<file path="config.mk">
export PLATFORM = sky130hd
export DESIGN_NAME = rv32i_imem_loader
export DESIGN_NICKNAME = d
export VERILOG_FILES = /design/src/rtl/rv32i_imem_loader.sv
export SDC_FILE = /design/constraint.sdc
export NUM_CORES = 1
export LEC_CHECK = 0
export ABC_AREA = 1
export CORE_MARGIN = 2
export CORE_UTILIZATION = 55
export DETAILED_ROUTE_END_ITERATION = 12
export PLACE_DENSITY = 0.8
export SLEW_MARGIN = 20
export SYNTH_ARGS = -nofsm -noshare
export SYNTH_HDL_FRONTEND = slang
export SYNTH_SLANG_ARGS = --single-unit
</file>
<file path="constraint.sdc">
create_clock -name i_clk -period 7.1 [get_ports i_clk]
set_clock_uncertainty 0.2 [all_clocks]
set_input_delay 1.42 -clock i_clk [delete_from_list [all_inputs] [get_ports i_clk]]
set_output_delay 1.42 -clock i_clk [all_outputs]
set_load 0.05 [all_outputs]
</file>
<file path="src/rtl/rv32i_imem_loader.sv">
// rv32i_imem_loader
//
// Boot-time program loader. It takes a byte stream made of a 4-byte little-endian
// word count N followed by N little-endian instruction words. Each word is written to
// consecutive instruction-memory addresses starting at LOAD_BASE_ADDR. The core is held
// in reset until the whole program has been written.
//
// Ports:
//   i_clk, i_rst      clock; synchronous active-high reset
//   i_start           one-cycle pulse that starts a load (taken in IDLE, DONE or ERROR)
//   i_rx_valid/data   byte stream input; a byte is taken when i_rx_valid && o_rx_ready
//   o_rx_ready        high in HDR and DATA only
//   o_wr_en           write request, held until i_wr_valid acknowledges it
//   o_wr_addr/data    write address/data, stable while o_wr_en is high
//   i_wr_valid        write-complete acknowledge from instruction memory
//   o_core_rst        core/fetch reset, low only in DONE
//   o_busy/done/error mutually exclusive status flags
//   o_words_written   acknowledged writes in the current load
module rv32i_imem_loader #(
   parameter logic [31:0] LOAD_BASE_ADDR = 32'd0,
   parameter int unsigned MAX_WORDS      = 1024,
   parameter int unsigned WR_TIMEOUT     = 64
) (
   input  logic        i_clk,
   input  logic        i_rst,
   input  logic        i_start,
   input  logic        i_rx_valid,
   input  logic [7:0]  i_rx_data,
   output logic        o_rx_ready,
   output logic        o_wr_en,
   output logic [31:0] o_wr_addr,
   output logic [31:0] o_wr_data,
   input  logic        i_wr_valid,
   output logic        o_core_rst,
   output logic        o_busy,
   output logic        o_done,
   output logic        o_error,
   output logic [31:0] o_words_written
);

   localparam logic [2:0] ST_IDLE  = 3'd0;
   localparam logic [2:0] ST_HDR   = 3'd1;
   localparam logic [2:0] ST_DATA  = 3'd2;
   localparam logic [2:0] ST_WRITE = 3'd3;
   localparam logic [2:0] ST_DONE  = 3'd4;
   localparam logic [2:0] ST_ERROR = 3'd5;

   localparam int unsigned TMO_W = (WR_TIMEOUT > 1) ? $clog2(WR_TIMEOUT) : 1;
   // Last WRITE cycle allowed without an acknowledge; the request is therefore
   // visible for exactly WR_TIMEOUT cycles before the loader gives up.
   localparam logic [TMO_W-1:0] TMO_LAST = TMO_W'(WR_TIMEOUT - 1);
   localparam logic [31:0]      MAX_N    = 32'(MAX_WORDS);

   logic [2:0]       state_q, state_d;
   logic [1:0]       byte_idx_q, byte_idx_d;
   logic [31:0]      asm_q, asm_d;
   logic [31:0]      word_cnt_q, word_cnt_d;
   logic [31:0]      word_idx_q, word_idx_d;
   logic [31:0]      wr_data_q, wr_data_d;
   logic [TMO_W-1:0] tmo_q, tmo_d;

   logic             rx_take;
   logic             last_byte;
   logic [31:0]      asm_word;
   logic [31:0]      word_idx_inc;

   assign rx_take      = i_rx_valid && o_rx_ready;
   assign last_byte    = (byte_idx_q == 2'd3);
   assign word_idx_inc = word_idx_q + 32'd1;

   // Assembly register with the byte currently on the bus merged in at its
   // little-endian lane; used when the 4th byte completes a word.
   always_comb begin
      asm_word = asm_q;
      unique case (byte_idx_q)
         2'd0:    asm_word[7:0]   = i_rx_data;
         2'd1:    asm_word[15:8]  = i_rx_data;
         2'd2:    asm_word[23:16] = i_rx_data;
         default: asm_word[31:24] = i_rx_data;
      endcase
   end

   always_comb begin
      state_d    = state_q;
      byte_idx_d = byte_idx_q;
      asm_d      = asm_q;
      word_cnt_d = word_cnt_q;
      word_idx_d = word_idx_q;
      wr_data_d  = wr_data_q;
      tmo_d      = tmo_q;

      unique case (state_q)
         ST_IDLE, ST_DONE, ST_ERROR: begin
            if (i_start) begin
               state_d    = ST_HDR;
               byte_idx_d = 2'd0;
               asm_d      = 32'd0;
               word_idx_d = 32'd0;
            end
         end

         ST_HDR: begin
            if (rx_take) begin
               byte_idx_d = byte_idx_q + 2'd1;
               asm_d      = asm_word;
               if (last_byte) begin
                  word_cnt_d = asm_word;
                  asm_d      = 32'd0;
                  if (asm_word == 32'd0) begin
                     state_d = ST_DONE;
                  end else if (asm_word > MAX_N) begin
                     state_d = ST_ERROR;
                  end else begin
                     state_d = ST_DATA;
                  end
               end
            end
         end

         ST_DATA: begin
            if (rx_take) begin
               byte_idx_d = byte_idx_q + 2'd1;
               asm_d      = asm_word;
               if (last_byte) begin
                  wr_data_d = asm_word;
                  asm_d     = 32'd0;
                  tmo_d     = '0;
                  state_d   = ST_WRITE;
               end
            end
         end

         ST_WRITE: begin
            if (i_wr_valid) begin
               word_idx_d = word_idx_inc;
               state_d    = (word_idx_inc == word_cnt_q) ? ST_DONE : ST_DATA;
            end else if (tmo_q == TMO_LAST) begin
               state_d = ST_ERROR;
            end else begin
               tmo_d = tmo_q + 1'b1;
            end
         end

         default: begin
            state_d = ST_IDLE;
         end
      endcase
   end

   always_ff @(posedge i_clk) begin
      if (i_rst) begin
         state_q    <= ST_IDLE;
         byte_idx_q <= 2'd0;
         asm_q      <= 32'd0;
         word_cnt_q <= 32'd0;
         word_idx_q <= 32'd0;
         wr_data_q  <= 32'd0;
         tmo_q      <= '0;
      end else begin
         state_q    <= state_d;
         byte_idx_q <= byte_idx_d;
         asm_q      <= asm_d;
         word_cnt_q <= word_cnt_d;
         word_idx_q <= word_idx_d;
         wr_data_q  <= wr_data_d;
         tmo_q      <= tmo_d;
      end
   end

   // The word index only advances on an acknowledged write, so it doubles as the
   // written-word count.
   assign o_words_written = word_idx_q;
   assign o_wr_addr       = LOAD_BASE_ADDR + {word_idx_q[29:0], 2'b00};
   assign o_wr_data       = wr_data_q;

   assign o_rx_ready = (state_q == ST_HDR) || (state_q == ST_DATA);
   assign o_wr_en    = (state_q == ST_WRITE);
   assign o_busy     = (state_q == ST_HDR) || (state_q == ST_DATA) || (state_q == ST_WRITE);
   assign o_done     = (state_q == ST_DONE);
   assign o_error    = (state_q == ST_ERROR);
   assign o_core_rst = (state_q != ST_DONE);

endmodule

</file>
==> results of run 1 <==
-- cells by family after synthesis --
family / Yosys count / synth area share, %
and+or+nand+nor: 555 / 31.64
AOI/OAI and AO/OA: 202 / 16.01
buffers and inverters: 196 / 11.74
DFF: 139 / 37.95
xor gates and xnor gates: 10 / 1.587
adders and majority gates: 6 / 1.024
other: 1 / 0.05115
-- cell type report --
cell class                      instances  share of cell area (%)
Multi-Input combinational cell        775                   41.56
Sequential cell                       139                   31.21
Timing Repair Buffer                  117                   12.94
Inverter                              122                   5.137
Clock buffer                           19                   5.081
Tap cell                              176                   2.470
Clock inverter                         13                   1.600
-- cell usage in the layout, fill, tap and decap left out, types with 6 or more instances in the layout --
master	instances
nor2_4	7
o21ai_0	61
nand2_1	294
a211oi_1	58
nand3_1	79
nand3b_1	6
nand4_1	8
ha_1	6
clkbuf_16	17
a21oi_1	76
inv_1	121
dfxtp_1	139
clkdlybuf4s50_1	111
nor2_1	142
-- per-stage QoR --
| stage | hold slack (ns) | utilization (%) |
|---|---|---|
| floorplan | 0.2051 | - |
| global placement | 0.2118 | 63.30 |
| detailed placement | 0.2164 | 63.30 |
| finish | 0.2241 | 67.86 |
| global route | 0.2459 | 67.86 |
| CTS | 0.2252 | 67.84 |
-- sequential cells by signal, indices dropped and copies added, names as in the netlist --
| signal | count |
|---|---|
| o_words_written | 32 |
| o_wr_data | 32 |
| state_q | 3 |
| asm_q | 32 |
| byte_idx_q | 2 |
| tmo_q | 6 |
| word_cnt_q | 32 |
-- metal layers --
metal,up-vias,GRT usage [%]
li1,3679,-
met5,-,0
met1,3201,36.44
met4,0,13.38
met2,242,42.50
met3,52,4.981
-- power breakdown --
part	internal (mW)	switching, mW	leakage (nW)
combinational	0.146	0.377	1.96
sequential	0.838	0.0307	1.12
clock	0.537	0.349	0.278
-- critical path: cells and delay by family (launching register included) --
family,cells,cell delay [ns]
and+or+nand+nor,4,0.52
buffers and inverters,5,1.15
DFF,1,0.36
-- worst paths after layout --
path / from / slack, ns / end / depth (start not counted)
setup / recovery: state_q[0] / 3.04 / o_busy / 9
hold / removal: asm_q[31] / 0.22 / asm_q[31] / 2
setup reg to reg: byte_idx_q[1] / 4.10 / tmo_q[5] / 10
hold reg to reg: asm_q[31] / 0.22 / asm_q[31] / 2
==> flow_summary.ini, run 1 <==
[floorplan]
coreArea_sq_um = 13140
boundaryPins = 115
dieArea_sq_um = 14270
die_width_um = 119.5
initial_utilization_pct = 55.81
row_count = 42
die_h_um = 119.5

[sta]
grt_setup_unrepaired = no
setup_ws_ns = 3.043
finalCritPeriodShare_pct = 57.14
slew_viol_final = 0
worst_slew_pin_slew_ns = 1.016
fmaxAchievable_ghz = 0.2465
setup_viol_count_final = 0
finalCriticalPeriod_ns = 4.057
finalHoldViolCount = 0
fin_setup_tns_ns = 0
timing.slew.headroom_pct = 32.20

[yosys]
synth_top_area_share_pct = 37.95
synth_seq_cells = 139
synth_ff_type = dfxtp_1
synth_warnings = 0
yosysMostFrequentCell = nand2_1
synth_edf_count = 0
ys_seq_area_share_pct = 37.95
async_flop_share_pct = 0
syn_avg_cell_area_sq_um = 6.611
synth_area_leader_cell = dfxtp_1
synthDistinctLibCells = 34
synth_area_sq_um = 7332
synthTopCellsByCount = 295 x nand2_1, 144 x nor2_1, 139 x dfxtp_1
syn_inst = 1109
synth.area.top_cells = dfxtp_1 38%, nand2_1 15%, nor2_1 7.4%

[setup_path]
crit_fanout = 6
start_kind = flip-flop
crit_slowest_cell = clkdlybuf4s50_1
end_kind = primary output
max_stage_delay_ns = 0.80
worstSetupPathType = reg2out
arrival_ns = 2.44
crit_top_cell = inv_1
required_ns = 5.48
path_cells = inv_1 > nor2_1 > inv_1 > nor2_1 > inv_1 > nand2_1 > inv_1 > nand2_1 > clkdlybuf4s50_1

[clocking]
clock_latency_ns = 0.42
post-cts-setup-buffer-count = 0
cts_buffer_depth = 2
cts_hold_buf = 0
cts.sinks = 139
numCtsBuffers = 17
cts_resized = 0
cts.reportedPaths.clkPinSlew_ns = 0.06
ctsRootBufferMaster = clkbuf_16
h-tree-depth = 4
cts_tree = yes

[drt]
dr_total_vias = 7174
routed_via_density = 5.271
dr.max_layer_used = met4
wire_per_inst_um = 14.06
drc_errors = 0
antenna_left = 0
wl_met3_um = 1054
met1_length_um = 8854
drt-pass1-iter-count = 5
met2_length_um = 8523
drt_iter0_markers = 596
wirelength_um = 19140

[grt]
grtUsageTotal_pct = 27.30
grt_pass1_vias = 6449
grt_pass1_wl_um = 31220
grt_antenna_before_repair = 0
grt_overflow = 0
grt_start_max_net_pins = 76

[finish]
final_area_sq_um = 8915
seqCellArea_sq_um = 2783
drive_above_1_share_pct = 4.810
diodes = 0
area_growth_pct = 21.59
finalNonFillerCells = 1361
fillerInstances = 1167
fin_nets = 1191
multi_input_area_sq_um = 3705

[run]
drv_cap = 0

[place]
port_buffers = 112
placed_cells = 1329
dp_hpwl_um = 13610
dp_slack_ns = 2.916
place_congestion = 0.9447
placed_area_sq_um = 8317

[hold_path]
hold_path.class = reg2reg

[power]
finalPower_mw = 2.277
leakage_nw = 3.361
ir_drop_v = 0.0001736
power_density_nw_per_um2 = 255.4

[status]
outcome = completed
Note: power is estimated with default switching activity, not from simulation.
==> inputs of run 2 (changes only) <==
--- a/config.mk
+++ b/config.mk
@@ -7,9 +7,9 @@
 export LEC_CHECK = 0
 export ABC_AREA = 1
 export CORE_MARGIN = 2
-export CORE_UTILIZATION = 55
+export CORE_UTILIZATION = 49
 export DETAILED_ROUTE_END_ITERATION = 12
-export PLACE_DENSITY = 0.8
+export PLACE_DENSITY = 0.76
 export SLEW_MARGIN = 20
 export SYNTH_ARGS = -nofsm -noshare
 export SYNTH_HDL_FRONTEND = slang
==> constraint.sdc (replaced) <==
create_clock -name i_clk -period 3.55 [get_ports i_clk]
set_clock_uncertainty 0.2 [all_clocks]
set_input_delay 0.71 -clock i_clk [delete_from_list [all_inputs] [get_ports i_clk]]
set_output_delay 0.71 -clock i_clk [all_outputs]
set_load 0.05 [all_outputs]
==> run 2 against run 1 <==
- cell area rose by 0.39%
- non-clock buffer count is 5 higher
- global-route usage down 1.7 points
- sequential power is 100% higher
- worst hold slack improved by 0.0092 ns
- flip-flop and latch count is the same
- cell count is 0.81% higher
- register-to-register slack worse by 3.3 ns
- sequential share of layout area shrank 0.12 points
- routed wire length is 5.5% higher
- utilization fell by 6.5 points
- largest cell class unchanged
==> flow_summary.ini, run 2 (synthesized netlist as in run 1, its figures left out) <==
[clocking]
cts_hold_buf = 0
cts.sinks = 139
h-tree-depth = 4
cts_tree = yes
ctsRootBufferMaster = clkbuf_16
post-cts-setup-buffer-count = 0
cts.reportedPaths.clkPinSlew_ns = 0.06
cts_resized = 0
clock_latency_ns = 0.42
cts_buffer_depth = 2
numCtsBuffers = 17

[setup_path]
crit_slowest_cell = clkdlybuf4s50_1
max_stage_delay_ns = 0.79
crit_family = buffers and inverters
critPathBufInv = 5
path_cells = inv_1 > nor2_1 > inv_1 > nor2_1 > inv_1 > nand2_1 > inv_1 > nand2_1 > clkdlybuf4s50_1
crit_fanout = 6
worstSetupPathType = reg2out
required_ns = 2.64
crit_top_cell = inv_1
arrival_ns = 2.48
start_kind = flip-flop
end_kind = primary output

[sta]
finalCritPeriodShare_pct = 95.51
finalHoldViolCount = 0
slew_viol_final = 0
worst_slew_pin_slew_ns = 0.8506
grt_setup_unrepaired = no
timing.slew.headroom_pct = 43.30
setup_ws_ns = 0.1596
setup_viol_count_final = 0
finalCriticalPeriod_ns = 3.390
fin_setup_tns_ns = 0
whs_ns = 0.2333
fmaxAchievable_ghz = 0.2949

[grt]
grt_overflow = 0
grt_start_max_net_pins = 75
grt_antenna_before_repair = 0
grtUsageTotal_pct = 25.58
grt_pass1_wl_um = 33040
grt_pass1_vias = 6613

[drt]
drc_errors = 0
routed_via_density = 5.288
drt-pass1-iter-count = 6
antenna_left = 0
drt_iter0_markers = 631
dr_total_vias = 7255
wire_per_inst_um = 14.73
wirelength_um = 20200

[finish]
drive_above_1_share_pct = 4.882
layout_common_cells = 295 x nand2_1, 142 x nor2_1, 139 x dfxtp_1, 121 x inv_1, 111 x clkdlybuf4s50_1
diodes = 0
fin_nets = 1196
finish.utilization_pct = 61.35
area_growth_pct = 22.06
layout_commonest_cell = nand2_1

[floorplan]
dieArea_sq_um = 15960
die_width_um = 126.3
die_h_um = 126.3
boundaryPins = 115
coreArea_sq_um = 14590
initial_utilization_pct = 50.26
row_count = 44

[place]
dp_hpwl_um = 14400
dp_slack_ns = 0.5805
port_buffers = 112
place_congestion = 0.9475

[status]
outcome = completed

[hold_path]
hold_path.class = reg2reg

[power]
ir_drop_v = 0.0003571
leakage_nw = 3.383
power_density_nw_per_um2 = 508.6

[run]
drv_cap = 0
## run 2: area by class of cell
class / count / area [sq um]
clock buffers: 18 / 429.2
multi-input cells: 775 / 3702
fillers: 1339 / 5639
inverters: 122 / 457.9
clock inverters: 12 / 143.9
repair buffers: 122 / 1204
well taps: 184 / 230.2
flip-flops and latches: 139 / 2783
## run 2: path summary, 6_finish.rpt
check / slack, ns / start / cells past startpoint / to
setup reg to reg: 0.75 / byte_idx_q[0] / 13 / state_q[2]
hold / removal: 0.23 / asm_q[24] / 2 / asm_q[24]
setup / recovery: 0.16 / state_q[0] / 9 / o_busy
hold reg to reg: 0.23 / asm_q[24] / 2 / asm_q[24]
## run 2: metrics by stage
step                total power [mW]  cells  area, sq um
detailed placement             2.822   1342         8377
global placement               2.802   1342         8377
floorplan                      2.535   1110         7336
global route                   4.785   1372         8950
finish                         4.552   1372         8950
CTS                            4.558   1372         8950
## run 2: worst min-delay path, delay by kind of cell, from the launching register on
kind / cells / cell delay [ns]
simple gates: 1 / 0.04
buf+inv: 1 / 0.05
flops: 1 / 0.30
## run 2: routing by layer
metal | GRT usage, % | part of all wire, %
met2 | 41.33 | 46
met4 | 7.951 | 1.7
met5 | 0 | 0
met3 | 4.682 | 6.0
met1 | 34.97 | 47
## run 2: power breakdown
part           switching (mW)  total (mW)  internal [mW]
clock                   0.702        1.74           1.04
combinational           0.771        1.07          0.301
sequential             0.0655        1.74           1.68
total                    1.54        4.55           3.01
